### config.mk
export PLATFORM = sky130hd
export DESIGN_NAME = dqsw_delay_sweep_ctrl
export DESIGN_NICKNAME = d
export VERILOG_FILES = /design/src/rtl/dqsw_delay_sweep_ctrl.sv
export SDC_FILE = /design/constraint.sdc
export NUM_CORES = 1
export LEC_CHECK = 0
export CELL_PAD_IN_SITES_DETAIL_PLACEMENT = 1
export CELL_PAD_IN_SITES_GLOBAL_PLACEMENT = 1
export CORE_MARGIN = 2
export CORE_UTILIZATION = 41
export CTS_CLUSTER_SIZE = 28
export DETAILED_ROUTE_END_ITERATION = 10
export MAX_ROUTING_LAYER = met4
export PLACE_DENSITY = 0.86
export SLEW_MARGIN = 20
export SYNTH_ARGS = -nofsm -noshare
export SYNTH_HDL_FRONTEND = slang
export SYNTH_SLANG_ARGS = --single-unit
export TNS_END_PERCENT = 5
### constraint.sdc
create_clock -name FAB_CLK -period 3.02 [get_ports FAB_CLK]
set_clock_uncertainty 0.1 [all_clocks]
set_input_delay 0.604 -clock FAB_CLK [delete_from_list [all_inputs] [get_ports FAB_CLK]]
set_output_delay 0.604 -clock FAB_CLK [all_outputs]
set_load 0.03 [all_outputs]
### src/rtl/dqsw_delay_sweep_ctrl.sv
`default_nettype none
// ============================================================================
// Module   : dqsw_delay_sweep_ctrl
// Brief    : DQSW lane training controller. Sweeps the delay line to the first
//            early-to-late transition, then backs off a fixed number of taps.
// Revision : 1.0 - initial release
// ============================================================================
module dqsw_delay_sweep_ctrl #(
   parameter int TAP_W         = 8,
   parameter int MAX_TAPS      = 128,
   parameter int SETTLE_CYCLES = 8,
   parameter int SAMPLE_CYCLES = 16,
   parameter int BACKOFF_TAPS  = 2
) (
   input  logic             FAB_CLK,
   input  logic             RESET,
   input  logic             START,
   output logic             BUSY,
   output logic             DONE,
   output logic             ERROR,
   output logic [1:0]       ERR_CODE,
   output logic [TAP_W-1:0] EDGE_TAP,
   output logic [TAP_W-1:0] TAP_COUNT,
   output logic             DELAY_LINE_LOAD,
   output logic             DELAY_LINE_MOVE,
   output logic             DELAY_LINE_DIRECTION,
   output logic             EYE_MONITOR_CLEAR_FLAGS,
   input  logic             DELAY_LINE_OUT_OF_RANGE,
   input  logic             EYE_MONITOR_EARLY,
   input  logic             EYE_MONITOR_LATE
);

   localparam int CNT_MAX = (SETTLE_CYCLES > SAMPLE_CYCLES) ? SETTLE_CYCLES : SAMPLE_CYCLES;
   localparam int CNT_W   = $clog2(CNT_MAX + 1);

   localparam logic [TAP_W-1:0] c_last_tap    = TAP_W'(MAX_TAPS - 1);
   localparam logic [CNT_W-1:0] c_settle_last = CNT_W'(SETTLE_CYCLES - 1);
   localparam logic [CNT_W-1:0] c_sample_last = CNT_W'(SAMPLE_CYCLES - 1);

   typedef enum logic [3:0] {
      S_IDLE    = 4'd0,
      S_LOAD    = 4'd1,
      S_SETTLE  = 4'd2,
      S_CLEAR   = 4'd3,
      S_SAMPLE  = 4'd4,
      S_EVAL    = 4'd5,
      S_MOVE    = 4'd6,
      S_BACKOFF = 4'd7,
      S_FIN_OK  = 4'd8,
      S_FIN_ERR = 4'd9
   } state_t;

   state_t           state_q, state_d;
   logic [CNT_W-1:0] cnt_q, cnt_d;
   logic [TAP_W-1:0] tap_q, tap_d;
   logic [TAP_W-1:0] edge_q, edge_d;
   logic [TAP_W-1:0] rem_q, rem_d;
   logic [1:0]       err_q, err_d;
   logic             dir_q, dir_d;
   logic             prev_late_q, prev_late_d;
   logic             late_acc_q, late_acc_d;
   logic             early_acc_q, early_acc_d;
   logic             backoff_q, backoff_d;
   logic             w_busy;
   logic             w_load, w_move, w_clear;

   assign w_busy = (state_q != S_IDLE) && (state_q != S_FIN_OK) && (state_q != S_FIN_ERR);

   always_comb begin
      state_d     = state_q;
      cnt_d       = '0;
      tap_d       = tap_q;
      edge_d      = edge_q;
      rem_d       = rem_q;
      err_d       = err_q;
      dir_d       = dir_q;
      prev_late_d = prev_late_q;
      late_acc_d  = late_acc_q;
      early_acc_d = early_acc_q;
      backoff_d   = backoff_q;
      w_load      = 1'b0;
      w_move      = 1'b0;
      w_clear     = 1'b0;

      // Out-of-range overrides whatever the current state would do, including any MOVE.
      if (w_busy && DELAY_LINE_OUT_OF_RANGE) begin
         state_d = S_FIN_ERR;
         err_d   = 2'b01;
      end else begin
         case (state_q)
            S_IDLE, S_FIN_OK, S_FIN_ERR: begin
               if (START) begin
                  state_d     = S_LOAD;
                  err_d       = 2'b00;
                  edge_d      = '0;
                  tap_d       = '0;
                  prev_late_d = 1'b0;
                  backoff_d   = 1'b0;
               end
            end
            S_LOAD: begin
               w_load  = 1'b1;
               state_d = S_SETTLE;
            end
            S_SETTLE: begin
               if (cnt_q == c_settle_last) begin
                  state_d = backoff_q ? S_BACKOFF : S_CLEAR;
               end else begin
                  cnt_d = cnt_q + CNT_W'(1);
               end
            end
            S_CLEAR: begin
               w_clear     = 1'b1;
               late_acc_d  = 1'b0;
               early_acc_d = 1'b0;
               state_d     = S_SAMPLE;
            end
            S_SAMPLE: begin
               late_acc_d  = late_acc_q | EYE_MONITOR_LATE;
               early_acc_d = early_acc_q | EYE_MONITOR_EARLY;
               if (cnt_q == c_sample_last) begin
                  state_d = S_EVAL;
               end else begin
                  cnt_d = cnt_q + CNT_W'(1);
               end
            end
            S_EVAL: begin
               if ((tap_q != '0) && !prev_late_q && late_acc_q) begin
                  edge_d    = tap_q;
                  backoff_d = 1'b1;
                  rem_d     = (int'(tap_q) < BACKOFF_TAPS) ? tap_q : TAP_W'(BACKOFF_TAPS);
                  state_d   = S_BACKOFF;
               end else if (tap_q == c_last_tap) begin
                  err_d   = 2'b10;
                  state_d = S_FIN_ERR;
               end else begin
                  prev_late_d = late_acc_q;
                  state_d     = S_MOVE;
               end
            end
            S_MOVE: begin
               w_move  = 1'b1;
               dir_d   = 1'b0;
               if (tap_q != c_last_tap) tap_d = tap_q + TAP_W'(1);
               state_d = S_SETTLE;
            end
            S_BACKOFF: begin
               if (rem_q == '0) begin
                  state_d = S_FIN_OK;
               end else begin
                  w_move  = 1'b1;
                  dir_d   = 1'b1;
                  if (tap_q != '0) tap_d = tap_q - TAP_W'(1);
                  rem_d   = rem_q - TAP_W'(1);
                  state_d = S_SETTLE;
               end
            end
            default: state_d = S_IDLE;
         endcase
      end
   end

   always_ff @(posedge FAB_CLK) begin
      if (RESET) begin
         state_q     <= S_IDLE;
         cnt_q       <= '0;
         tap_q       <= '0;
         edge_q      <= '0;
         rem_q       <= '0;
         err_q       <= 2'b00;
         dir_q       <= 1'b0;
         prev_late_q <= 1'b0;
         late_acc_q  <= 1'b0;
         early_acc_q <= 1'b0;
         backoff_q   <= 1'b0;
      end else begin
         state_q     <= state_d;
         cnt_q       <= cnt_d;
         tap_q       <= tap_d;
         edge_q      <= edge_d;
         rem_q       <= rem_d;
         err_q       <= err_d;
         dir_q       <= dir_d;
         prev_late_q <= prev_late_d;
         late_acc_q  <= late_acc_d;
         early_acc_q <= early_acc_d;
         backoff_q   <= backoff_d;
      end
   end

   assign BUSY                    = w_busy;
   assign DONE                    = (state_q == S_FIN_OK);
   assign ERROR                   = (state_q == S_FIN_ERR);
   assign ERR_CODE                = err_q;
   assign EDGE_TAP                = edge_q;
   assign TAP_COUNT               = tap_q;
   assign DELAY_LINE_LOAD         = w_load;
   assign DELAY_LINE_MOVE         = w_move;
   // dir_d carries the new direction in a MOVE cycle and the held value otherwise.
   assign DELAY_LINE_DIRECTION    = dir_d;
   assign EYE_MONITOR_CLEAR_FLAGS = w_clear;

endmodule
`default_nettype wire

# Word level (Yosys, flattened, before mapping)
# Cells that the tools add are included.
# Widths: inputs -> output; s select.
[totals]
regBits = 39
inputBits = 6
latchBits = 0
memories = 0
rom_bits = 0
mem_bits_rw = 0
[op_classes]
n_div = 0
bitwise_logic = 2
shift = 0
reduce_logical = 27
addsub = 4
n_mux = 45
multipliers = 0
magnitude_cmp = 1
n_eq_ne = 30
[ops]
columns = ["operator", "n"]
rows = [
  ["$mux 8", 8],
  ["$pmux 8 s2", 2],
  ["$mux 4", 7],
  ["$pmux 4 s7", 1],
  ["$pmux 8 s3", 1],
  ["$ne 2x2->1 const B", 10],
  ["$eq 4x3->1 const B", 4],
  ["$reduce_and 4->1", 4],
  ["$sub 8x1->8 const B", 2],
  ["$ne 3x3->1 const B", 5],
  ["$mux 1", 13],
  ["$mux 5", 2],
  ["$pmux 1 s2", 5],
  ["$pmux 5 s2", 1],
  ["$add 8x1->8 const B", 1],
  ["$eq 4x2->1 const B", 2],
  ["$eq 4x4->1 const B", 2],
  ["$eq 8x7->1 const B", 1],
  ["$logic_not 8->1", 1],
  ["$lt 8x2->1 const B", 1],
  ["$ne 4x4->1 const B", 2],
  ["$ne 8x7->1 const B", 1],
  ["$reduce_bool 8->1", 1],
  ["$mux 2", 3],
  ["other kinds (20)", 29],
]

# Depth between registers and ports, before layout
# Gate-level depths: netlist (run 1).
[depth]
ltp_word = 6
mapped_depth = 11

# Worst setup path before layout (run 1)
# Ideal clock, no wire load.
[synth_timing]
path_kind = "register to output"
start = "reg state_q[0]"
end = "out EYE_MONITOR_CLEAR_FLAGS"
stages_incl_launch_ff = 4
path_buffers = 1
t_arrival_ns = 1.749
slack_ns = 0.567
path_cell_list = "dfxtp_1 > clkbuf_1 > nand2_1 > nor4_1"
[synth_via]
elab_chain_cells = 5
word_cells_on_any_way = 9
[synth_rtl]
columns = ["element", "line_no", "rtl"]
rows = [
  ["start, declared", "53", "state_t state_q, state_d;"],
  ["start signal, assigned", "177", "state_q <= state_d;"],
  ["$ne 4x4->1 or $reduce_bool 4->1 (tied branches)", "67", "assign w_busy = (state_q != S_IDLE) && (state_q != S_FIN_OK) && (state_q != S_FIN_ERR);"],
  ["$logic_and 1x1->1 (2 in a row)", "67", ""],
  ["$logic_and 1x1->1", "86", "if (w_busy && DELAY_LINE_OUT_OF_RANGE) begin"],
  ["$mux 1 (*)", "86", ""],
  ["end, declared", "27", "output logic EYE_MONITOR_CLEAR_FLAGS,"],
]
# Every way passes the cells marked *; elsewhere a longest branch is shown, timed or not.

# Final worst setup path (run 1)
[layout_timing]
start = "reg state_q[2]"
end = "out BUSY"
[layout_via]
elab_chain_cells = 3
word_cells_on_any_way = 5
[layout_rtl]
columns = ["element", "line_no", "rtl"]
rows = [
  ["$ne 4x4->1 or $reduce_bool 4->1 (tied branches)", "67", ""],
  ["$logic_and 1x1->1", "67", ""],
  ["$logic_and 1x1->1 (*)", "67", ""],
  ["end, declared", "18", "output logic BUSY,"],
]
# Marks and branches as above.

==> out/results.ini, run 1 <==
[status]
status = complete, no violations

[setup_path]
ff2ff_setup_slack_ns = 0.37
crit_type = reg2out
crit_arrival_ns = 2.11
startpoint_type = flop
rr_endpoint = TAP_COUNT[7]$_SDFFE_PP0P_
max_stage_delay_ns = 0.60
cp.required_ns = 2.32
crit_slowest_cell = clkdlybuf4s50_1
rr_worst_depth = 8
end_kind = output port
endpoint = BUSY
crit_chain = buf_4 > or2_1 > nor2_1 > inv_1 > clkdlybuf4s50_1
r2r_start = state_q[2]$_SDFFE_PP0P_
path_delay_family = buffers and inverters
crit_path_start = state_q[2]$_SDFFE_PP0P_
cp_num_buf_inv = 3
cp_max_fo = 10
cp_num_cells = 5

[clocking]
ctsHoldBuffers = 0
clockBufferDepth = 2
cts.repair.resized = 0
cts_setup_buffers = 0
clkLatencyLatePin_ns = 0.29
cts_root_buf = clkbuf_8
cts_tree = yes
clk_pin_slew_worst_paths_ns = 0.08
cts_made_buffers = 5
cts_sinks = 39
ctsHtreeMaxLevel = 2

[yosys]
synth_edf_count = 0
synth_top_area_share_pct = 34.4
ys.flop_type = dfxtp_1
synthAdderAreaFrac_pct = 4.41
synth_cell_type_count = 59
synth_top_cell_by_area = dfxtp_1
ys_seq_area_share_pct = 34.4
async_flop_share_pct = 0
synth_mux_area_share_pct = 0.441
synthCells = 276
synth_compound_area_share_pct = 23.7
avgSynthCellArea_sq_um = 8.22
ys_warn_count = 0
synth.area.top_cells = dfxtp_1 34%, nor2_1 5.3%, a21oi_1 4.4%
synthXorXnorAreaFrac_pct = 3.86
synth_top_family_by_area = simple AND/OR/NAND/NOR gates
synthSimpleGateAreaFrac_pct = 26.9
syn_area_sq_mm = 0.00227
yosys_register_bits = 39
syn_nets = 290

[route]
drc = 0
drt_iter0_markers = 180
drt_wl_total_um = 6280
vias = 2184
via_per_inst = 5.78
drt_pass1_iterations = 6
routedWlPerCell_um = 16.6
ant_nets = 0

[layout]
finalNetCount = 319
diodes = 0
layout_common_cells = 39 x dfxtp_1, 32 x nor2_1, 26 x clkdlybuf4s50_1
fillers = 674
final_common_cell = dfxtp_1
syn2layout_area_growth_pct = 19.0
final_area_sq_mm = 0.00270
finalNonFillerCells = 378
drive_gt1_share_pct = 12.1

[floorplan]
coreArea_sq_mm = 0.00544
rows = 27
die_area_sq_mm = 0.00614
start_util_pct = 41.7
die_w_um = 78.4
die_h_um = 78.4
ios = 31

[sta]
setup_ws_ns = 0.202
rsz0062_at_grt = no
hold_violations = 0
setup_violations = 0
fmax_mhz = 355
period_needed_ns = 2.82
drv_slew = 0
fin_crit_sh_pct = 93.3
tightest_slew_ns = 0.718
slew_headroom_pct = 52.0
tns_ns = 0

[power_and_ir_drop]
p_leak_nw = 0.980
swShare_pct = 33.1
p_comb_share_pct = 23.3
seqPwrFrac_pct = 47.1
power.density_mw_per_mm2 = 436
vdd_drop_max_mv = 0.234
total_power_mw = 1.18
intPower_mw = 0.788
p_sw_mw = 0.390
clkPwrFrac_pct = 29.7

[placed_design]
dp_cells = 370
portBuffers = 29
placed_cell_area_sq_mm = 0.00262
dp_hpwl_um = 4520
place_ws_ns = 0.177
gp_congestion = 0.864

[global_route]
grt.total_usage_pct = 22.2
grt_first_pass_wirelength_um = 10800
grt_max_degree = 32
grt_pass1_vias = 2285
gr-max-usage-layer = met2
met2_usage_pct = 37.8
use_met1_pct = 27.6
grt-ovfl-total = 0
antenna_found_initial = 0
use_met3_pct = 2.99

[job]
cap_violations = 0

[hold_path]
hold_class = reg2reg

## cells by family (layout without fill, tap and decap cells)
logic type / Yosys count / count (layout)
AO/OA/AOI/OAI: 77 / 77
buffers and inverters: 29 / 59
AND/OR/NAND/NOR: 112 / 112
adder cells (fa/ha/maj): 8 / 8
XOR/XNOR: 10 / 10
multiplexers: 1 / 1
flip-flops: 39 / 39
## worst min-delay path by stage
stage | start | to | cells past startpoint
final | cnt_q[0]$_SDFF_PP0_ | cnt_q[0]$_SDFF_PP0_ | 1
after global routing | prev_late_q$_SDFFE_PP0P_ | prev_late_q$_SDFFE_PP0P_ | 2
after CTS | prev_late_q$_SDFFE_PP0P_ | prev_late_q$_SDFFE_PP0P_ | 2
after detailed placement | prev_late_q$_SDFFE_PP0P_ | prev_late_q$_SDFFE_PP0P_ | 2
after global placement | cnt_q[0]$_SDFF_PP0_ | cnt_q[0]$_SDFF_PP0_ | 1
after floorplan | cnt_q[0]$_SDFF_PP0_ | cnt_q[0]$_SDFF_PP0_ | 1
## layout make-up
type	count	area, sq um	area share (%)
clock inverters	2	12.5	0.463
flip-flops and latches	39	781	28.9
inverters	13	48.8	1.81
repair buffers	38	350	13.0
well taps	72	90.1	3.34
clock buffers	6	72.6	2.69
multi-input cells	208	1350	49.8
## worst register-to-register path, stage by stage, from the launching register on
cell and delay, ns:
dfxtp_1 0.58, nand4b_1 0.43, inv_2 0.16, ha_1 0.30
a41oi_1 0.29, nor2_1 0.08, o211ai_1 0.21, o311ai_1 0.13
a311oi_1 0.29
## Yosys cell counts (3+ instances only)
cell	count
nor4_1	6
buf_2	6
a311oi_1	3
a21oi_1	20
inv_1	9
a31oi_1	6
o31ai_1	3
nand2_1	21
nand3_1	8
xnor2_1	5
buf_4	3
a22oi_1	10
a211oi_1	5
nor2_1	32
nor3_1	11
nand2b_1	5
a21o_1	5
o21ai_0	6
nor2b_1	4
inv_2	4
clkbuf_1	5
dfxtp_1	39
ha_1	8
and3_1	4
xor2_1	5
## power by group through the flow
| stage | registers [mW] | clock network (mW) | logic, mW |
|---|---|---|---|
| floorplan | 0.557 | 0 | 0.189 |
| global placement | 0.565 | 0 | 0.266 |
| detailed placement | 0.565 | 0 | 0.269 |
| CTS | 0.553 | 0.352 | 0.274 |
| global route | 0.557 | 0.379 | 0.301 |
| finish | 0.554 | 0.349 | 0.274 |
## state kept, by name (all words and copies together) (netlist names)
register,cells
dir_q,1
EDGE_TAP,8
ERR_CODE,2
backoff_q,1
state_q,4
TAP_COUNT,8
rem_q,8
prev_late_q,1
cnt_q,5
late_acc_q,1
## per-layer routing
layer | routed length, um | up-vias
met4 | 74 | 0
li1 | - | 1063
met3 | 309 | 6
met1 | 2850 | 1064
met2 | 3040 | 51
met5 | 0 | -
## per-stage QoR
| stage | hold slack, ns | utilization, % |
|---|---|---|
| 6_report | 0.352 | 49.6 |
| 5_1_grt | 0.384 | 49.6 |
| 4_1_cts | 0.356 | 49.6 |
| 3_5_place_dp | 0.346 | 48.1 |
| 3_3_place_gp | 0.338 | 48.1 |
| 2_1_floorplan | 0.317 | - |
(Power assumes the default switching activity.)
==> inputs of run 2 (changes only) <==
- CORE_UTILIZATION: 41 -> 27
- PLACE_DENSITY: 0.86 -> 0.63
==> run 2 against run 1 <==
Total power grew 9.7%. Via count shrank 0.55%. Critical path depth shrank 1. Hold slack gained 0.012 ns. Setup slack lost 0.071 ns. Non-clock buffer count shrank 2. Sequential share of layout area shrank 0.62 points. Wire length grew 2.7%. Global-route usage shrank 6.7 points. Core utilization shrank 16 points. Clock power grew 33%. Design area grew 2.2%. Critical endpoint unchanged. Largest cell class unchanged. Highest routed layer unchanged.
==> out/results.ini, run 2 (synthesis gave the netlist of run 1 again) <==
[status]
status = complete, no violations

[setup_path]
cp.required_ns = 2.32
end_kind = output port
crit_type = reg2out
crit_path_start = state_q[0]$_SDFFE_PP0P_
rr_endpoint = TAP_COUNT[6]$_SDFFE_PP0P_
crit_chain = nor2b_1 > nor2_1 > inv_1 > clkdlybuf4s50_1
max_stage_delay_ns = 0.67
ff2ff_setup_slack_ns = 0.42
cp_max_fo = 12
cp_num_buf_inv = 2
endpoint = BUSY
startpoint_type = flop
cp_num_cells = 4
r2r_start = state_q[3]$_SDFFE_PP0P_
path_delay_family = buffers and inverters
rr_worst_depth = 9
crit_slowest_cell = clkdlybuf4s50_1
crit_arrival_ns = 2.19

[clocking]
cts_setup_buffers = 0
cts_sinks = 39
clkLatencyLatePin_ns = 0.29
ctsHoldBuffers = 0
clk_pin_slew_worst_paths_ns = 0.08
cts_root_buf = clkbuf_8
clockBufferDepth = 2
cts.repair.resized = 0
ctsHtreeMaxLevel = 2
cts_tree = yes
cts_made_buffers = 5

[layout]
drive_gt1_share_pct = 11.8
final_area_sq_mm = 0.00276
diodes = 0
syn2layout_area_growth_pct = 21.6
finalNetCount = 317
final_common_cell = dfxtp_1
layout_common_cells = 39 x dfxtp_1, 32 x nor2_1, 26 x clkdlybuf4s50_1

[route]
ant_nets = 0
top_layer = met4
m1WireLength_um = 3030
drt_wl_total_um = 6450
vias = 2172
drt_iter0_markers = 138
drt_pass1_iterations = 4
route.met2.wl_um = 3090
wl_met3_um = 236
routedWlPerCell_um = 15.8
via_per_inst = 5.31
drc = 0

[sta]
hold_violations = 0
fmax_mhz = 346
period_needed_ns = 2.89
tightest_slew_ns = 0.643
slew_headroom_pct = 57.1
fin_crit_sh_pct = 95.7
drv_slew = 0
rsz0062_at_grt = no
tns_ns = 0
setup_violations = 0

[power_and_ir_drop]
power.density_mw_per_mm2 = 468
p_leak_nw = 0.991
vdd_drop_max_mv = 0.196
total_power_mw = 1.29

[job]
cap_violations = 0

[floorplan]
ios = 31
die_w_um = 95.7
rows = 33
start_util_pct = 27.7
coreArea_sq_mm = 0.00818
die_area_sq_mm = 0.00915
die_h_um = 95.7

[global_route]
grt.total_usage_pct = 15.5
grt_first_pass_wirelength_um = 10800
grt_max_degree = 32
grt_pass1_vias = 2160
grt-ovfl-total = 0
antenna_found_initial = 0

[placed_design]
dp_hpwl_um = 4620
portBuffers = 29
gp_congestion = 0.817
placed_cell_area_sq_mm = 0.00264

[hold_path]
hold_class = reg2reg

[run 2: cell count changes in the layout (fill, tap and decap cells not counted), sizes merged]
cell      change
clkinvlp      -1
bufinv        +1
buf           -2
[run 2: report_power, final]
| group | internal [mW] | switching [mW] | total, mW |
|---|---|---|---|
| registers | 0.527 | 0.0354 | 0.563 |
| logic | 0.0980 | 0.167 | 0.265 |
| clock network | 0.268 | 0.197 | 0.465 |
[run 2: worst register-to-register path, delay by kind of cell (launching register included)]
family / cells / cell delay [ns]
AO/OA/AOI/OAI: 4 / 0.98
flip-flops: 1 / 0.57
adder cells (fa/ha/maj): 1 / 0.35
buffers and inverters: 2 / 0.28
AND/OR/NAND/NOR: 2 / 0.23
[run 2: layer usage]
| layer | GRT usage (%) | vias to the layer above |
|---|---|---|
| met5 | - | - |
| met4 | 4.88 | 0 |
| met3 | 3.00 | 8 |
| met2 | 24.7 | 32 |
| met1 | 20.0 | 1066 |
| li1 | - | 1066 |
[run 2: cell type report]
type | count | area, sq um
clock buffer | 6 | 82.6
clock inverter | 2 | 35.0
fill | 975 | 5420
inverter | 13 | 48.8
multi-input combinational | 208 | 1350
sequential | 39 | 781
tap | 105 | 131
timing repair buffer | 36 | 335
[run 2: worst min-delay path by stage]
stage	start	end	slack [ns]	depth (start not counted)
5_1_grt	prev_late_q$_SDFFE_PP0P_	prev_late_q$_SDFFE_PP0P_	0.39	2
3_3_place_gp	cnt_q[0]$_SDFF_PP0_	cnt_q[0]$_SDFF_PP0_	0.33	1
3_5_place_dp	cnt_q[0]$_SDFF_PP0_	cnt_q[0]$_SDFF_PP0_	0.35	1
2_1_floorplan	cnt_q[0]$_SDFF_PP0_	cnt_q[0]$_SDFF_PP0_	0.32	1
6_report	cnt_q[0]$_SDFF_PP0_	cnt_q[0]$_SDFF_PP0_	0.36	1
4_1_cts	cnt_q[0]$_SDFF_PP0_	cnt_q[0]$_SDFF_PP0_	0.37	1
[run 2: per-stage QoR]
| stage | util, % | instances | worst slack, ns | hold WS [ns] |
|---|---|---|---|---|
| after floorplan | - | 276 | 0.567 | 0.317 |
| after global placement | 32.3 | 401 | 0.243 | 0.330 |
| after detailed placement | 32.3 | 401 | 0.241 | 0.354 |
| after CTS | 33.7 | 409 | 0.132 | 0.368 |
| after global routing | 33.7 | 409 | 0.0561 | 0.390 |
| final | 33.7 | 409 | 0.131 | 0.364 |
